**src/rtl/seq_shift_add_multiplier_if.sv**
```systemverilog
// Handshake/operand bus for seq_shift_add_multiplier.
// The master side drives start, A and B. The slave side (the multiplier)
// returns busy, done and the product Y.
interface seq_shift_add_multiplier_if #(
  parameter int WA = 4,
  parameter int WB = 3
);
  logic             start;
  logic [WA-1:0]    A;
  logic [WB-1:0]    B;
  logic             busy;
  logic             done;
  logic [WA+WB-1:0] Y;

  modport master (output start, A, B, input  busy, done, Y);
  modport slave  (input  start, A, B, output busy, done, Y);
endinterface

```
**src/rtl/seq_shift_add_multiplier.sv**
```systemverilog
// Sequential unsigned shift-and-add multiplier, Y = A * B.
// It retires one multiplier bit per clock and registers both operands and
// the result.
// Optional feature macro: SEQ_MULT_EARLY_TERM_EN. When it is defined, the
// block finishes as soon as no set multiplier bits remain.
module seq_shift_add_multiplier #(
  parameter int WA = 4,
  parameter int WB = 3
) (
  input logic                    clk,
  input logic                    rst_n,
  seq_shift_add_multiplier_if.slave bus
);
  localparam int WP = WA + WB;
  localparam int CW = (WB < 1) ? 1 : $clog2(WB + 1);

  typedef enum logic [1:0] {IDLE, RUN, DONE} state_t;

  state_t        state_q, state_d;
  logic [WP-1:0] mcand, acc, acc_nxt, y_q;
  logic [WB-1:0] mplr;
  logic [CW-1:0] cnt;
  logic          last, accept;

  // Accumulator value after this cycle's conditional add.
  // Last-iteration detect: either the bit count is used up, or, with early
  // termination, no set multiplier bits remain after the shift.
  always_comb begin
    acc_nxt = acc + (mplr[0] ? mcand : '0);
`ifdef SEQ_MULT_EARLY_TERM_EN
    last    = (cnt == CW'(WB - 1)) || ((mplr >> 1) == '0);
`else
    last    = (cnt == CW'(WB - 1));
`endif
    accept  = ((state_q == IDLE) || (state_q == DONE)) && bus.start;
  end

  // State register.
  always_ff @(posedge clk) begin
    if (!rst_n) state_q <= IDLE;
    else        state_q <= state_d;
  end

  // Next-state logic. start is looked at only in IDLE or DONE.
  always_comb begin
    state_d = state_q;
    case (state_q)
      IDLE:    if (bus.start) state_d = RUN;
      RUN:     if (last)      state_d = DONE;
      DONE:    state_d = bus.start ? RUN : IDLE;
      default: state_d = IDLE;
    endcase
  end

  // Datapath: load the operands on accept, then run one shift-add per RUN
  // cycle. The product is latched on the last iteration.
  always_ff @(posedge clk) begin
    if (!rst_n) begin
      mcand <= '0;
      mplr  <= '0;
      acc   <= '0;
      cnt   <= '0;
      y_q   <= '0;
    end else if (accept) begin
      mcand <= WP'(bus.A);
      mplr  <= bus.B;
      acc   <= '0;
      cnt   <= '0;
    end else if (state_q == RUN) begin
      acc   <= acc_nxt;
      mcand <= mcand << 1;
      mplr  <= mplr >> 1;
      cnt   <= cnt + 1'b1;
      if (last) y_q <= acc_nxt;
    end
  end

  // The outputs are decoded straight from registers, so no input reaches
  // an output through combinational logic.
  assign bus.busy = (state_q == RUN);
  assign bus.done = (state_q == DONE);
  assign bus.Y    = y_q;
endmodule

```
**src/flat_wrapper.sv**
```systemverilog
// flat-port wrapper written by rule: the top's interface ports become plain ports
module seq_shift_add_multiplier_flat 
#(
  parameter int WA = 4,
  parameter int WB = 3
)
  (clk, rst_n, bus_start, bus_A, bus_B, bus_busy, bus_done, bus_Y);
  seq_shift_add_multiplier_if #(.WA(WA), .WB(WB)) bus_i ();
  input logic clk;
  input logic rst_n;
  input wire logic [$bits(bus_i.start)-1:0] bus_start;
  input wire logic [$bits(bus_i.A)-1:0] bus_A;
  input wire logic [$bits(bus_i.B)-1:0] bus_B;
  output wire logic [$bits(bus_i.busy)-1:0] bus_busy;
  output wire logic [$bits(bus_i.done)-1:0] bus_done;
  output wire logic [$bits(bus_i.Y)-1:0] bus_Y;
  assign bus_i.start = bus_start;
  assign bus_i.A = bus_A;
  assign bus_i.B = bus_B;
  assign bus_busy = bus_i.busy;
  assign bus_done = bus_i.done;
  assign bus_Y = bus_i.Y;
  seq_shift_add_multiplier #(.WA(WA), .WB(WB)) u_core (.clk(clk), .rst_n(rst_n), .bus(bus_i));
endmodule
```
**config.mk**
```make
export PLATFORM = sky130hd
export DESIGN_NAME = seq_shift_add_multiplier_flat
export DESIGN_NICKNAME = d
export VERILOG_FILES = /design/src/rtl/seq_shift_add_multiplier_if.sv /design/src/rtl/seq_shift_add_multiplier.sv /design/src/flat_wrapper.sv
export SDC_FILE = /design/constraint.sdc
export NUM_CORES = 1
export LEC_CHECK = 0
export ABC_AREA = 1
export BUFFER_PORTS_ARGS = -buffer_cell sky130_fd_sc_hd__buf_2
export CAP_MARGIN = 20
export CELL_PAD_IN_SITES_DETAIL_PLACEMENT = 2
export CELL_PAD_IN_SITES_GLOBAL_PLACEMENT = 2
export CORE_ASPECT_RATIO = 0.8
export CORE_MARGIN = 5
export CORE_UTILIZATION = 29
export CTS_CLUSTER_SIZE = 8
export DETAILED_ROUTE_END_ITERATION = 7
export PLACE_DENSITY_LB_ADDON = 0.1
export SKIP_LAST_GASP = 1
export SLEW_MARGIN = 20
export SYNTH_ARGS = -nofsm -noshare
export SYNTH_HDL_FRONTEND = slang
export SYNTH_SLANG_ARGS = --single-unit
export TNS_END_PERCENT = 30
```
**constraint.sdc**
```tcl
create_clock -name clk -period 1.71 [get_ports clk]
set_input_delay 0.171 -clock clk [delete_from_list [all_inputs] [get_ports clk]]
set_output_delay 0.171 -clock clk [all_outputs]
set_load 0.03 [all_outputs]
```
# Word level (Yosys, flattened, before mapping)
# Index checks and enable logic that the tools add are counted.
# totals
reg_bits	28
word_cells	32
output_inout_bits	9
# op_classes
n_eq_ne	5
add_sub_neg	2
reduce_logical	7
bitwise_logic	2
mux	9
# op_table
operator	n
$mux 4	2
$add 7x7->7	1
$mux 7	1
$mux 3	2
$pmux 2 s3	1
$eq 2x2->1 const B	2
$mux 2	2
$reduce_and 3->1	1
$add 2x1->2 const B	1
$eq 2x1->1 const B	1
$logic_not 2->1	1
$ne 2x1->1 const B	1
$ne 2x2->1 const B	1
$not 1->1	2
$reduce_and 2->1	1
$reduce_bool 2->1	1
$reduce_or 2->1	1
$logic_and 1x1->1	1
$logic_or 1x1->1	1
$mux 1	1

# Depth between registers and ports, before layout
# Gate-level depths: netlist of the first run.
# depth
ltp_word	5
ltp_mapped	14
depth_no_buf	13

# Worst setup path after synthesis of the first run
# No wires, ideal clock.
# synth_path
kind	register to register
from	register u_core.mplr[0]
to	register u_core.acc[4]
setup_slack_ns	-0.053
path_buffers	1
t_arrival_ns	1.708
synth_period_minus_slack_ns	1.763
setup_time_ns	0.056
t_required_ns	1.654
stages_incl_launch_ff	15
path_cell_list	dfxtp_1 buf_2 nand2_1 inv_1 ha_1 inv_1 fa_1 inv_1 nand2_1 nand2_1 nand2_1 or2_1 nand3_1 nand2_1 inv_1
# synth_between
elab_chain_cells	2
# synth_rtl
element	line_no	text
start, declared	seq_shift_add_multiplier.sv:21	logic [WB-1:0] mplr;
start signal, assigned	seq_shift_add_multiplier.sv:66	mplr <= bus.B;
start signal, assigned	seq_shift_add_multiplier.sv:72	mplr <= mplr >> 1;
$mux 7	seq_shift_add_multiplier.sv:29	acc_nxt = acc + (mplr[0] ? mcand : '0);
$add 7x7->7	seq_shift_add_multiplier.sv:29	
end signal, assigned	seq_shift_add_multiplier.sv:70	acc <= acc_nxt;
end, declared	seq_shift_add_multiplier.sv:20	logic [WP-1:0] mcand, acc, acc_nxt, y_q;
# Every way passes these cells.
# A chain may end at the register's enable or synchronous reset.

# Final worst setup path of the first run
# Same ends and word-level chain as after synthesis.

==> impl_results.md, run 1 <==
- CP Class: reg -> reg
- Internal Power: 0.982 mW
- Die H: approximately 74 µm
- Setup crit start kind: register
- RSZ-0062 raised after global routing: yes
- Clk_lat worst skew: between 0.2 and 0.3 ns
- CTS Hold Bufs: 0
- Setup crit end kind: register
- P_sw: about 0.4 mW
- Peak supply drop: 0.371 mV
- Initial antenna violation count: 0
- Synth Register Bits: 28
- Most frequent cells in the layout: nand2_1, inv_1, dfxtp_1
- Min cycle time layout: 1.74 ns
- Hold Fails Final Rpt: 0
- Initial Utilization: between 20 and 30%
- Nets: 244
- Worst hold path class: in -> reg
- Cell Pwr Density: about 810 nW/µm²
- Vias in the first global route: ~1500
- Sequential power share: 51.1%
- Residual DRC: 0
- Area delta synth->final: 15.9%
- Largest net degree at the start of global routing: 16
- Post-route ant nets: 0
- Post-DR vias/cell: between 4 and 5
- Syn nets: roughly 220
- DIE WIDTH: 89.9 µm
- Sequential area share after synthesis: between 30 and 40%
- Skew final: 0.00453 ns
- Crit-path slowest cell: fa_2
- Overall routed net length: 4050 µm
- Worst-path clk slew: 0.10 ns
- Final Setup Violations: 2
- Post-Syn Instances: 204
- Total GRT Usage: a little over an eighth
- Routed vias: about 1300
- First-iteration detailed-routing DRC count: 34
- Num rows: 23
- Clock buffer depth: 2
- Placed cell count: approximately 280
- Placed instance area: about 1600 µm²
- Max Cap Violations: 0
- Leak: a little under 0.9 nW
- First-pass iteration count of the detailed router: 2
- Synthesized area: roughly 1500 µm²
- F_max: 573 MHz
- Root Buffer: clkbuf_8
- YS warnings: 0
- CTS Buf Count: 3
- Count of port buffers added during placement: 18
- Required time of the critical path: between 1.5 and 2 ns
- H-tree levels: 1
- Antenna diodes: 0
- Worst-margin pin slew: approximately 0.33 ns
- Layout cell share with drive strength beyond 1: ~24%
- Fill count: between 500 and 600
- Clock power frac: between 30% and 40%
- Final std cells w/o fill: between 200 and 300
- CP arrival: ~2.0 ns
- Crit path top cell by count: nand2_2
- GPL Wtd Cong: around 0.76
- Final instance area: approximately 1700 µm²
- Final period util: 102%
- Io pins: 19
- CTS tree: yes
- # clock sinks: 28
- Status: finished, violations left
- Failing checks: setup timing
- Netlist cell types: 26
- Slowest cell delay on critical path: ~0.40 ns
- Core Region: 4980 µm²
- Most common cell after layout, fill and taps aside: nand2_1
- Total die area: approximately 6700 µm²
- First-pass GRT wire length: about 7000 µm
- Cell Chain, Critical Path: nand2_2, inv_2, ha_4, inv_2, fa_2, inv_2, nand2_2, nand2_2, nand2_2, or2_1, nand3_1, nand2_1, inv_1
- Final hold slack: 0.167 ns
- Max FO, Critical Path: 2
- Comb pwr share: between 10% and 20%
- Congestion Overflow GR: 0
- Final slew viol count: 0
- Dpl hpwl: 3230 µm
- Post-synthesis area per instance: a little over 7 µm²
- Wire length per cell: roughly 14 µm
- Max-slew headroom: roughly 78%
- Fin worst setup slack: -0.0339 ns
- Sw frac: 29.4%
[cells by family after synthesis]
group,synth area share [%]
adder cells (fa/ha/maj),7.26
AND/OR/NAND/NOR,27.3
buffers and inverters,13.2
AO/OA/AOI/OAI,14.4
flip-flops,37.8
[path summary, 6_finish.rpt]
kind,startpoint,end,slack [ns],cells past startpoint
setup / recovery,u_core.mplr[0],u_core.acc[4],-0.03,13
hold / removal,bus_A[0],u_core.mcand[0],0.17,2
setup reg to reg,u_core.mplr[0],u_core.acc[4],-0.03,13
hold reg to reg,u_core.bus.Y[2],u_core.bus.Y[2],0.48,2
[through the flow]
step                      setup slack (ns)  util [%]  setup TNS, ns  total power, mW
after CTS                          -0.0527      33.9        -0.0920             1.42
after floorplan                     0.0256         -              0            0.915
final                              -0.0339      34.5        -0.0457             1.39
after global routing                -0.168      34.5         -0.586             1.48
after global placement              0.0516      32.7              0            0.964
after detailed placement           -0.0353      32.7        -0.0618            0.976
[power by group through the flow]
| stage | Combinational, mW | Sequential, mW | Clock (mW) |
|---|---|---|---|
| 2_1_floorplan | 0.192 | 0.723 | 0 |
| 3_3_place_gp | 0.242 | 0.722 | 0 |
| 3_5_place_dp | 0.252 | 0.723 | 0 |
| 4_1_cts | 0.254 | 0.710 | 0.452 |
| 5_1_grt | 0.286 | 0.716 | 0.478 |
| 6_report | 0.251 | 0.710 | 0.428 |
[cells in the mapped netlist]
cell type	count	share of area [%]
buf_2	2	0.68
nand2_1	52	13
buf_6	4	3.0
nor2_1	13	3.3
inv_4	1	0.42
nor2_4	1	0.76
nand3_1	18	6.1
o21ai_0	3	1.0
o21ai_1	5	1.7
nand2_2	2	0.84
a211oi_1	1	0.51
inv_2	5	1.3
nor3_1	1	0.34
fa_1	1	1.4
or2_2	2	0.84
a211oi_2	2	1.7
o21a_1	2	1.0
a21oi_1	13	4.4
nand2_4	2	1.5
or2_1	1	0.42
o2111a_1	2	1.5
dfxtp_1	28	38
o211ai_1	4	2.0
ha_1	7	5.9
inv_1	31	7.8
a21oi_2	1	0.59
[layout make-up]
cell class / instances / area [µm²] / share of cell area [%]
Clock buffer: 4 / 55.1 / 3.20
Inverter: 37 / 141 / 8.23
Multi-Input combinational cell: 133 / 753 / 43.8
Sequential cell: 28 / 563 / 32.8
Tap cell: 62 / 77.6 / 4.52
Timing Repair Buffer: 23 / 128 / 7.43
[per-layer routing]
layer / vias to the layer above / part of all wire (%) / routed length (µm) / track usage [%]
met5: - / 0 / 0 / 0
met4: 0 / 0.62 / 25 / 1.98
met3: 4 / 3.3 / 135 / 3.34
met2: 15 / 47 / 1910 / 23.4
met1: 613 / 49 / 1980 / 16.4
li1: 690 / - / - / -
[worst max-delay path: cells and delay by family (launching register included)]
kind,cells,cell delay (ns)
adders and majority gates,2,0.53
buffers and inverters,4,0.23
DFF,1,0.35
and+or+nand+nor,7,0.60
[sequential cells by signal (all words and copies together), names as in the netlist]
| register | count |
|---|---|
| u_core.acc | 7 |
| u_core.bus.Y | 7 |
| u_core.mcand | 7 |
| u_core.mplr | 3 |
| u_core.cnt | 2 |
| u_core.state_q | 2 |
[repair_timing]
item	CTS	global route
resized for setup	4	8
setup endpoints to repair	4	7
pin swaps	1	5
setup buffers	0	1
Note: power is estimated with default switching activity, not from simulation.
==> run 2: changes to the inputs <==
- REMOVE_ABC_BUFFERS: unset -> 1
==> impl_results.md, run 2 (synthesis results as in run 1) <==
- Status: finished, violations left
- Failing checks: setup timing
- Die H: approximately 74 µm
- Num rows: 23
- Final hold slack: 0.172 ns
- Max Cap Violations: 0
- Fin worst setup slack: -0.00184 ns
- Worst hold path class: in -> reg
- Clock buffer depth: 2
- Post-DR vias/cell: about 4.8
- Sw frac: 30.3%
- Sequential power share: 49.7%
- Total die area: around 6700 µm²
- Post-route ant nets: 0
- Io pins: 19
- Placed instance area: ~1700 µm²
- First-pass iteration count of the detailed router: 4
- Area delta synth->final: 23.6%
- DIE WIDTH: 89.9 µm
- Congestion Overflow GR: 0
- Setup crit start kind: register
- Required time of the critical path: around 2.0 ns
- Placed cell count: approximately 290
- Final TNS setup: -0.00184 ns
- Cell Chain, Critical Path: buf_4, buf_12, nand2_1, inv_1, ha_4, inv_1, nand2_1, nand2_2, or2_1, nand3_1, nand2_1, inv_1
- Largest net degree at the start of global routing: 16
- Worst-margin pin slew: around 0.35 ns
- Crit-path slowest cell: dfxtp_2
- Critical path depth in cells: 12
- Final std cells w/o fill: a little under 300
- Hold Fails Final Rpt: 0
- CTS tree: yes
- Fill count: roughly 600
- Final period util: 100%
- Worst slack, placed: -0.161 ns
- First-pass GRT wire length: approximately 7700 µm
- WHS Path Cells: 2
- Wire length per cell: approximately 16 µm
- Final instance area: ~1800 µm²
- GPL Wtd Cong: ~0.74
- F_max: 584 MHz
- Clock power frac: 30.4%
- Total GRT Usage: roughly 15%
- Buf+Inv Stages, Crit Path: 5
- RSZ-0062 raised after global routing: yes
- Core Region: around 5000 µm²
- Residual DRC: 0
- Min cycle time layout: ~1.7 ns
- Routed vias: roughly 1400
- CP Class: reg -> reg
- Internal Power: roughly 1 mW
- Vias in the first global route: 1500
- Layout cell share with drive strength beyond 1: roughly 29%
- CTS Buf Count: 3
- Overall routed net length: 4800 µm
- Max FO, Critical Path: 7
- Most frequent cells in the layout: nand2_1, inv_1, dfxtp_1
- Clk_lat worst skew: 0.29 ns
- Initial antenna violation count: 0
- Most common cell after layout, fill and taps aside: nand2_1
- Count of port buffers added during placement: 18
- Dpl hpwl: 3640 µm
- Comb pwr share: ~20%
- CP arrival: about 2.0 ns
- Peak supply drop: between 0.2 and 0.3 mV
- Final slew viol count: 0
- Initial Utilization: a little under 30%
- Setup crit end kind: register
- # clock sinks: 28
- Worst-path clk slew: about 0.10 ns
- Max-slew headroom: between 70% and 80%
- Slowest cell delay on critical path: 0.34 ns
- First-iteration detailed-routing DRC count: 30
- Skew final: roughly 0.0045 ns
- CTS Hold Bufs: 0
- Nets: about 250
- H-tree levels: 1
- Worst r2r path cells: 12
- Final Setup Violations: 1
- P_sw: ~0.44 mW
- Root Buffer: clkbuf_8
- Cell Pwr Density: 784 nW/µm²
- Antenna diodes: 0
- Leak: between 0.9 and 1 nW
- Worst path top cell family by delay: simple AND/OR/NAND/NOR gates
==> run 2: cell types whose count changed in the layout (fill, tap and decap cells not counted), moves of 2 or more <==
cell     previous run  this run
buf_4               5        11
ha_1                5         3
ha_4                1         4
nand2_1            48        46
nand2_2             6         8
nand3_1            18        16
nand3_2             0         2
==> run 2: layout make-up <==
class / count / area (µm²) / area share (%)
multi-input cells: 133 / 803 / 43.8
flip-flops and latches: 28 / 563 / 30.7
repair buffers: 30 / 193 / 10.5
inverters: 37 / 141 / 7.71
well taps: 62 / 77.6 / 4.23
clock buffers: 4 / 55.1 / 3.00
==> run 2: metal layers <==
metal	global-route usage, %	routed length (µm)	vias to the layer above
met3	3.24	101	4
li1	-	-	703
met1	18.6	2330	682
met5	0	0	-
met4	3.47	46	0
met2	26.7	2320	13
==> run 2: power groups by stage <==
stage                     combinational (mW)  sequential, mW  clock, mW
final                                  0.286           0.714      0.437
after global routing                   0.320           0.718      0.479
after floorplan                        0.158           0.726          0
after detailed placement               0.274           0.725          0
after global placement                 0.258           0.722          0
after CTS                              0.278           0.712      0.464
==> run 2: final timing paths <==
kind,startpoint,end,slack [ns]
worst max-delay path,u_core.mplr[0],u_core.bus.Y[4],-0.002
worst min-delay path,bus_B[2],u_core.mplr[2],0.17
worst max register to register,u_core.mplr[0],u_core.bus.Y[4],-0.002
worst min register to register,u_core.bus.Y[2],u_core.bus.Y[2],0.49
==> run 2: repair_timing <==
item / CTS / global route
pin swaps: 3 / 3
gates resized for setup: 12 / 7
setup endpoints to repair: 8 / 10
buffers inserted: 3 / 1
==> run 2: metrics by stage <==
step	power, mW	utilization [%]
after CTS	1.45	35.7
after global routing	1.52	36.8
final	1.44	36.8
after global placement	0.980	33.5
after detailed placement	0.998	33.5
after floorplan	0.884	-
